[src/rtl/reflet_mem_map_ctrl_if.sv]
// ============================================================================
// Module      : reflet_cpu_bus_if / reflet_mem_bus_if
// Description : CPU-side and memory-side buses of the Reflet memory-map
//               controller. The CPU bus is mastered by the CPU. The memory
//               bus is mastered by the controller.
// Revision    : 1.0 - initial release
// ============================================================================
`default_nettype none

interface reflet_cpu_bus_if #(
  parameter int wordsize = 8
);
  logic [wordsize-1:0] cpu_addr;
  logic [wordsize-1:0] cpu_wdata;
  logic                cpu_write_en;
  logic [wordsize-1:0] cpu_rdata;
  logic                cpu_enable;

  modport master (
    output cpu_addr, cpu_wdata, cpu_write_en,
    input  cpu_rdata, cpu_enable
  );

  modport slave (
    input  cpu_addr, cpu_wdata, cpu_write_en,
    output cpu_rdata, cpu_enable
  );
endinterface

interface reflet_mem_bus_if #(
  parameter int wordsize = 8
);
  logic                inst_en;
  logic                data_en;
  logic                periph_en;
  logic [wordsize-1:0] mem_addr;
  logic [wordsize-1:0] mem_wdata;
  logic                mem_write_en;
  logic [wordsize-1:0] inst_rdata;
  logic [wordsize-1:0] data_rdata;
  logic [wordsize-1:0] periph_rdata;

  modport master (
    output inst_en, data_en, periph_en, mem_addr, mem_wdata, mem_write_en,
    input  inst_rdata, data_rdata, periph_rdata
  );

  modport slave (
    input  inst_en, data_en, periph_en, mem_addr, mem_wdata, mem_write_en,
    output inst_rdata, data_rdata, periph_rdata
  );
endinterface

`default_nettype wire

[src/rtl/reflet_mem_map_ctrl.sv]
// ============================================================================
// Module      : reflet_mem_map_ctrl
// Description : Memory-map controller for the Reflet CPU. It decodes the
//               instruction, data and peripheral regions. It inserts
//               per-region wait states by stalling cpu_enable. It stretches
//               the external reset.
//               Optional bus-error capture is enabled by defining the macro
//               REFLET_MEM_MAP_BUS_ERR_EN.
// Revision    : 1.0 - initial release
// ============================================================================
`default_nettype none

module reflet_mem_map_ctrl #(
  parameter int              wordsize    = 8,
  parameter longint unsigned inst_base   = 0,
  parameter longint unsigned inst_size   = 128,
  parameter longint unsigned data_base   = 128,
  parameter longint unsigned data_size   = 109,
  parameter longint unsigned periph_base = 237,
  parameter longint unsigned periph_size = 19,
  parameter int              inst_ws     = 0,
  parameter int              data_ws     = 0,
  parameter int              periph_ws   = 0,
  parameter int              por_cycles  = 16
) (
  input  logic                clk,
  input  logic                reset,
  reflet_cpu_bus_if.slave     cpu,
  reflet_mem_bus_if.master    mem,
  output logic                rst_out,
  output logic                bus_err,
  output logic [wordsize-1:0] err_addr,
  input  logic                err_clr
);

  // The decode is done one bit wider than the bus. An address below a base
  // then wraps to a value of at least 2^wordsize, which is never smaller than
  // a region size. One unsigned compare therefore covers both bounds.
  localparam int c_aw = wordsize + 1;

  localparam logic [c_aw-1:0] c_inst_lo   = c_aw'(inst_base);
  localparam logic [c_aw-1:0] c_inst_sz   = c_aw'(inst_size);
  localparam logic [c_aw-1:0] c_data_lo   = c_aw'(data_base);
  localparam logic [c_aw-1:0] c_data_sz   = c_aw'(data_size);
  localparam logic [c_aw-1:0] c_periph_lo = c_aw'(periph_base);
  localparam logic [c_aw-1:0] c_periph_sz = c_aw'(periph_size);

  localparam logic [2:0] c_inst_ws   = 3'(inst_ws);
  localparam logic [2:0] c_data_ws   = 3'(data_ws);
  localparam logic [2:0] c_periph_ws = 3'(periph_ws);

  localparam logic [7:0] c_por_last = 8'(por_cycles - 1);

  typedef enum logic [0:0] {
    S_IDLE = 1'b0,
    S_WAIT = 1'b1
  } state_t;

  // --------------------------------------------------------------------------
  // Region decode
  // --------------------------------------------------------------------------
  logic [c_aw-1:0]     w_addr_x;
  logic [c_aw-1:0]     w_off_inst;
  logic [c_aw-1:0]     w_off_data;
  logic [c_aw-1:0]     w_off_periph;
  logic                w_sel_inst;
  logic                w_sel_data;
  logic                w_sel_periph;
  logic                w_mapped;
  logic [wordsize-1:0] w_offset;
  logic [wordsize-1:0] w_rdata;
  logic [2:0]          w_ws;

  assign w_addr_x     = {1'b0, cpu.cpu_addr};
  assign w_off_inst   = w_addr_x - c_inst_lo;
  assign w_off_data   = w_addr_x - c_data_lo;
  assign w_off_periph = w_addr_x - c_periph_lo;

  // Priority select: periph over data over inst, with the matching offset, read data and wait states.
  always_comb begin
    w_sel_inst   = 1'b0;
    w_sel_data   = 1'b0;
    w_sel_periph = 1'b0;
    w_offset     = '0;
    w_rdata      = '0;
    w_ws         = 3'd0;
    if (w_off_periph < c_periph_sz) begin
      w_sel_periph = 1'b1;
      w_offset     = w_off_periph[wordsize-1:0];
      w_rdata      = mem.periph_rdata;
      w_ws         = c_periph_ws;
    end else if (w_off_data < c_data_sz) begin
      w_sel_data   = 1'b1;
      w_offset     = w_off_data[wordsize-1:0];
      w_rdata      = mem.data_rdata;
      w_ws         = c_data_ws;
    end else if (w_off_inst < c_inst_sz) begin
      w_sel_inst   = 1'b1;
      w_offset     = w_off_inst[wordsize-1:0];
      w_rdata      = mem.inst_rdata;
      w_ws         = c_inst_ws;
    end
  end

  assign w_mapped = w_sel_inst | w_sel_data | w_sel_periph;

  // --------------------------------------------------------------------------
  // Reset stretcher: 2-flop synchroniser followed by a por_cycles counter
  // --------------------------------------------------------------------------
  logic [1:0] sync_q;
  logic [7:0] por_cnt_q;
  logic       rst_out_q;

  // Synchronise reset release, then hold rst_out low for por_cycles more edges.
  always_ff @(posedge clk or negedge reset) begin
    if (!reset) begin
      sync_q    <= 2'b00;
      por_cnt_q <= 8'd0;
      rst_out_q <= 1'b0;
    end else begin
      sync_q <= {sync_q[0], 1'b1};
      if (sync_q[1] && !rst_out_q) begin
        if (por_cnt_q == c_por_last) begin
          rst_out_q <= 1'b1;
        end else begin
          por_cnt_q <= por_cnt_q + 8'd1;
        end
      end
    end
  end

  assign rst_out = rst_out_q;

  // --------------------------------------------------------------------------
  // Wait-state FSM
  // --------------------------------------------------------------------------
  state_t     state_q;
  state_t     state_d;
  logic [2:0] cnt_q;
  logic [2:0] cnt_d;
  logic       w_cpu_enable;

  // State and stall-counter registers. A reset abandons any access in flight.
  always_ff @(posedge clk or negedge reset) begin
    if (!reset) begin
      state_q <= S_IDLE;
      cnt_q   <= 3'd0;
    end else begin
      state_q <= state_d;
      cnt_q   <= cnt_d;
    end
  end

  // Next state and advance strobe. The FSM is frozen in IDLE while rst_out is low.
  always_comb begin
    state_d      = state_q;
    cnt_d        = cnt_q;
    w_cpu_enable = 1'b0;
    if (rst_out_q) begin
      case (state_q)
        S_IDLE: begin
          if (w_ws == 3'd0) begin
            w_cpu_enable = 1'b1;
          end else begin
            cnt_d   = w_ws - 3'd1;
            state_d = S_WAIT;
          end
        end
        S_WAIT: begin
          if (cnt_q == 3'd0) begin
            w_cpu_enable = 1'b1;
            state_d      = S_IDLE;
          end else begin
            cnt_d = cnt_q - 3'd1;
          end
        end
        default: state_d = S_IDLE;
      endcase
    end
  end

  // --------------------------------------------------------------------------
  // Bus outputs
  // --------------------------------------------------------------------------
  assign cpu.cpu_enable   = w_cpu_enable;
  assign cpu.cpu_rdata    = rst_out_q ? w_rdata : '0;
  assign mem.inst_en      = w_sel_inst;
  assign mem.data_en      = w_sel_data;
  assign mem.periph_en    = w_sel_periph;
  assign mem.mem_addr     = w_offset;
  assign mem.mem_wdata    = cpu.cpu_wdata;
  assign mem.mem_write_en = cpu.cpu_write_en & w_cpu_enable & w_mapped;

  // --------------------------------------------------------------------------
  // Bus-error capture
  // --------------------------------------------------------------------------
`ifdef REFLET_MEM_MAP_BUS_ERR_EN
  logic                bus_err_q;
  logic [wordsize-1:0] err_addr_q;
  logic                w_err_evt;

  assign w_err_evt = w_cpu_enable & ~w_mapped;

  // Sticky error flag that keeps the first faulting address. A new error in the same cycle as err_clr wins over the clear.
  always_ff @(posedge clk or negedge reset) begin
    if (!reset) begin
      bus_err_q  <= 1'b0;
      err_addr_q <= '0;
    end else if (w_err_evt) begin
      bus_err_q <= 1'b1;
      if (!bus_err_q || err_clr) begin
        err_addr_q <= cpu.cpu_addr;
      end
    end else if (err_clr) begin
      bus_err_q  <= 1'b0;
      err_addr_q <= '0;
    end
  end

  assign bus_err  = bus_err_q;
  assign err_addr = err_addr_q;
`else
  logic w_unused_err_clr;

  assign w_unused_err_clr = err_clr;
  assign bus_err          = 1'b0;
  assign err_addr         = '0;
`endif

endmodule

`default_nettype wire
[src/flat_wrapper.sv]
// flat-port wrapper written by rule: the top's interface ports become plain ports
module reflet_mem_map_ctrl_flat 
#(
  parameter int              wordsize    = 8,
  parameter longint unsigned inst_base   = 0,
  parameter longint unsigned inst_size   = 128,
  parameter longint unsigned data_base   = 128,
  parameter longint unsigned data_size   = 109,
  parameter longint unsigned periph_base = 237,
  parameter longint unsigned periph_size = 19,
  parameter int              inst_ws     = 0,
  parameter int              data_ws     = 0,
  parameter int              periph_ws   = 0,
  parameter int              por_cycles  = 16
)
  (clk, reset, rst_out, bus_err, err_addr, err_clr, cpu_cpu_addr, cpu_cpu_wdata, cpu_cpu_write_en, cpu_cpu_rdata, cpu_cpu_enable, mem_inst_en, mem_data_en, mem_periph_en, mem_mem_addr, mem_mem_wdata, mem_mem_write_en, mem_inst_rdata, mem_data_rdata, mem_periph_rdata);
  reflet_cpu_bus_if #(.wordsize(wordsize)) cpu_i ();
  reflet_mem_bus_if #(.wordsize(wordsize)) mem_i ();
  input  logic clk;
  input  logic reset;
  output logic rst_out;
  output logic bus_err;
  output logic [wordsize-1:0] err_addr;
  input  logic err_clr;
  input wire logic [$bits(cpu_i.cpu_addr)-1:0] cpu_cpu_addr;
  input wire logic [$bits(cpu_i.cpu_wdata)-1:0] cpu_cpu_wdata;
  input wire logic [$bits(cpu_i.cpu_write_en)-1:0] cpu_cpu_write_en;
  output wire logic [$bits(cpu_i.cpu_rdata)-1:0] cpu_cpu_rdata;
  output wire logic [$bits(cpu_i.cpu_enable)-1:0] cpu_cpu_enable;
  output wire logic [$bits(mem_i.inst_en)-1:0] mem_inst_en;
  output wire logic [$bits(mem_i.data_en)-1:0] mem_data_en;
  output wire logic [$bits(mem_i.periph_en)-1:0] mem_periph_en;
  output wire logic [$bits(mem_i.mem_addr)-1:0] mem_mem_addr;
  output wire logic [$bits(mem_i.mem_wdata)-1:0] mem_mem_wdata;
  output wire logic [$bits(mem_i.mem_write_en)-1:0] mem_mem_write_en;
  input wire logic [$bits(mem_i.inst_rdata)-1:0] mem_inst_rdata;
  input wire logic [$bits(mem_i.data_rdata)-1:0] mem_data_rdata;
  input wire logic [$bits(mem_i.periph_rdata)-1:0] mem_periph_rdata;
  assign cpu_i.cpu_addr = cpu_cpu_addr;
  assign cpu_i.cpu_wdata = cpu_cpu_wdata;
  assign cpu_i.cpu_write_en = cpu_cpu_write_en;
  assign cpu_cpu_rdata = cpu_i.cpu_rdata;
  assign cpu_cpu_enable = cpu_i.cpu_enable;
  assign mem_inst_en = mem_i.inst_en;
  assign mem_data_en = mem_i.data_en;
  assign mem_periph_en = mem_i.periph_en;
  assign mem_mem_addr = mem_i.mem_addr;
  assign mem_mem_wdata = mem_i.mem_wdata;
  assign mem_mem_write_en = mem_i.mem_write_en;
  assign mem_i.inst_rdata = mem_inst_rdata;
  assign mem_i.data_rdata = mem_data_rdata;
  assign mem_i.periph_rdata = mem_periph_rdata;
  reflet_mem_map_ctrl #(.wordsize(wordsize), .inst_base(inst_base), .inst_size(inst_size), .data_base(data_base), .data_size(data_size), .periph_base(periph_base), .periph_size(periph_size), .inst_ws(inst_ws), .data_ws(data_ws), .periph_ws(periph_ws), .por_cycles(por_cycles)) u_core (.clk(clk), .reset(reset), .cpu(cpu_i), .mem(mem_i), .rst_out(rst_out), .bus_err(bus_err), .err_addr(err_addr), .err_clr(err_clr));
endmodule
[config.mk]
export PLATFORM = sky130hd
export DESIGN_NAME = reflet_mem_map_ctrl_flat
export DESIGN_NICKNAME = d
export VERILOG_FILES = /design/src/rtl/reflet_mem_map_ctrl_if.sv /design/src/rtl/reflet_mem_map_ctrl.sv /design/src/flat_wrapper.sv
export SDC_FILE = /design/constraint.sdc
export NUM_CORES = 1
export LEC_CHECK = 0
export ABC_CLOCK_PERIOD_IN_PS = 4700
export CAP_MARGIN = 0
export CORE_MARGIN = 1
export CORE_UTILIZATION = 38
export DETAILED_ROUTE_END_ITERATION = 10
export GPL_TIMING_DRIVEN = 0
export PLACE_DENSITY = 0.85
export SETUP_SLACK_MARGIN = 0.5
export SKIP_LAST_GASP = 1
export SLEW_MARGIN = 20
export SYNTH_ARGS = -nofsm -noshare
export SYNTH_HDL_FRONTEND = slang
export SYNTH_SLANG_ARGS = --single-unit
[constraint.sdc]
create_clock -name clk -period 4.7 [get_ports clk]
set_clock_uncertainty 0.05 [all_clocks]
set_input_delay 0.705 -clock clk [delete_from_list [all_inputs] [get_ports clk]]
set_output_delay 0.705 -clock clk [all_outputs]
set_load 0.005 [all_outputs]
==> flow_summary.ini <==
[clock_tree]
insertion_delay_ns = 0.28
numCtsBuffers = 3
ctsRootBufferMaster = clkbuf_4
cts_resized = 0
clk_pin_slew_worst_paths_ns = 0.08
ctsHoldBuffers = 0
cts_setup_buffers = 0
clock_path_buffers = 2
h-tree-depth = 1
clock_sinks = 15
cts_tree = done

[timing]
relSlewSlack = 0.575
worstMarginPinSlew_ns = 0.636
rsz0062_at_grt = false
drv_slew = 0
fin_crit_ns = 3.95
hold_violations = 0
tns_ns = 0
fmaxAchievable_mhz = 253
fin_crit_sh = 0.841
setup_viol = 0

[floorplanning]
die_area_mm2 = 0.00347
die_x_um = 58.9
pin_count = 83
die_height_um = 58.9
rows = 20
core_area_mm2 = 0.00305
start_util = 0.403

[global_routing]
grt_max_degree = 16
grt_pass1_wl_um = 4330
grt_antenna_before_repair = 0
use_met3 = 0.0286
grt_pass1_vias = 1036
gr-usage-met1 = 0.184
grt_overflow_total = 0
grt_util_met2 = 0.282
grt_usage = 0.160
grt.busiest_layer = met2

[yosys]
synth_common_cells = 19 x buf_4, 15 x dfrtp_1, 12 x inv_1, 11 x nand2_1
synth_most_common_cell = buf_4
synth_edf_count = 0
synth_area_mm2 = 0.00123
yosysTopAreaCell = dfrtp_1
syn_avg_cell_area_um2 = 8.99
synth_top_area_share = 0.305
ys.flop_type = dfrtp_1
async_flop_share = 1.00
synth_area_leaders = dfrtp_1 30%, buf_4 12%, mux2i_1 7.3%
seq_area_frac_synth = 0.305
ys_seq_elements = 15
synth_cell_types = 41
syn_inst = 137
yosys_warnings = 0

[drt]
routed_wl_um = 2800
via_count = 1187
wl_per_cell_um = 10.9
drt_iter0_drc = 35
postRouteAntennaNets = 0
drt_first_pass_iters = 4
drc_errors = 0
routed_via_density = 4.62

[outcome]
status = finished, final reports clean

[layout]
n_antenna_cell = 0
drive_gt1_frac = 0.155
finalInstanceArea_mm2 = 0.00198
fillers = 292
num-nets-final = 262
final_cells = 257
area_growth_pct = 60.7

[pwr]
p_int_w = 0.000322
pwr-share-clk = 0.147
peakVddDrop_mv = 0.225
power_w = 0.000480
seq_power_share = 0.362
cellPowerDensity_mw_per_mm2 = 243
leakagePower_nw = 0.888
combPwrFrac = 0.492
sw_frac_of_total = 0.329
p_switching_w = 0.000158

[place]
postPlaceCellArea_mm2 = 0.00195
post-place-cells = 253
port_buffers = 63
gp_congestion = 0.757
hpwl_um = 2320

[worst_setup_path]
cpMostUsedCell = clkdlybuf4s50_1
max_stage_delay_ns = 0.60
required_ns = 3.94
start_kind = primary input
cp-end-kind = output pin
critical_path_class = in2out
critPathArrivalTime_ns = 3.20
crit_slowest_cell = clkdlybuf4s50_1
critPathMaxFanout = 8
path_cells = clkdlybuf4s50_1 -> inv_1 -> ha_1 -> and3b_4 -> o21ai_2 -> o32ai_4 -> o2bb2ai_1 -> clkdlybuf4s50_1

[job]
cap_violations = 0

[hold_path]
hold_class = reg2reg
[kinds of logic (layout without fill, tap and decap cells)]
logic type | Yosys count | in the layout | share of synthesized area
XOR/XNOR | 5 | 5 | 0.0356
other | 2 | 11 | 0.00610
multiplexers | 10 | 10 | 0.0823
AND/OR/NAND/NOR | 34 | 34 | 0.153
buffers and inverters | 33 | 100 | 0.160
flip-flops | 15 | 15 | 0.305
adder cells (fa/ha/maj) | 4 | 4 | 0.0407
AO/OA/AOI/OAI | 34 | 34 | 0.217
[sequential cells by signal, indices dropped and copies added, names as in the netlist]
register and count:
u_core.por_cnt_q 8, u_core.rst_out 1, u_core.state_q 1, u_core.sync_q 2, u_core.cnt_q 3
[layout make-up]
type	count	area (um^2)	share of cell area
Multi-Input combinational cell	98	693	0.350
Timing Repair Buffer	63	631	0.319
Sequential cell	15	375	0.190
Buffer	21	151	0.0765
Tap cell	44	55.1	0.0278
Inverter	12	45.0	0.0228
Clock buffer	3	22.5	0.0114
Clock inverter	1	5.00	0.00253
[path summary, 6_finish.rpt]
path                                startpoint                  end  slack (ns)  depth (start not counted)
setup / recovery               cpu_cpu_addr[0]     cpu_cpu_rdata[0]        0.75                          8
hold / removal                u_core.sync_q[0]     u_core.sync_q[1]        0.30                          0
setup reg to reg           u_core.por_cnt_q[5]  u_core.por_cnt_q[1]        3.03                          4
hold reg to reg               u_core.sync_q[0]     u_core.sync_q[1]        0.30                          0
max in group asynchronous                reset     u_core.sync_q[1]        3.42                          1
min in group asynchronous                reset  u_core.por_cnt_q[1]        0.76                          1
[worst max-delay path: cells and delay by family]
family	cells	cell delay [ns]
fa+ha+maj	1	0.23
compound gates	3	0.71
simple gates	1	0.34
buf+inv	3	1.20
[power groups by stage]
stage | Clock (W) | Sequential (W) | Combinational [W]
after floorplan | 0 | 0.000172 | 0.000116
after global placement | 0 | 0.000176 | 0.000232
after detailed placement | 0 | 0.000177 | 0.000237
after CTS | 0.0000721 | 0.000174 | 0.000238
after global routing | 0.0000802 | 0.000178 | 0.000258
final | 0.0000704 | 0.000174 | 0.000236
[stage by stage]
stage | worst slack, ns | hold slack (ns) | utilization
CTS | 0.744 | 0.305 | 0.648
detailed placement | 0.747 | 0.286 | 0.639
floorplan | 2.12 | 0.281 | -
global placement | 0.766 | 0.283 | 0.639
global route | 0.622 | 0.320 | 0.648
finish | 0.745 | 0.303 | 0.648
[cell usage in the layout, fill, tap and decap left out, drive strengths merged]
master,n
or4,1
mux2,1
o22ai,1
nand3b,1
o211ai,1
or2,1
and3,3
o31a,1
ha,4
clkinv,1
clkdlybuf4s50,63
a21oi,6
a41oi,1
o21ai,7
nand2b,2
nor2,1
or2b,1
xnor2,5
a31oi,2
conb,11
nor3,3
o31ai,1
o32ai,1
inv,12
o2bb2ai,9
dfrtp,15
clkbuf,4
nand3,2
and3b,1
buf,20
o2111a,1
nand2,11
nand4,3
a21o,2
mux2i,9
a21boi,1
nor2b,3
and2,1
[per-layer routing]
metal / vias to the layer above / share of wire
met5: - / 0
met4: 0 / 0.023
met3: 7 / 0.075
met2: 42 / 0.49
met1: 528 / 0.41
li1: 610 / -
(Power assumes the default switching activity.)
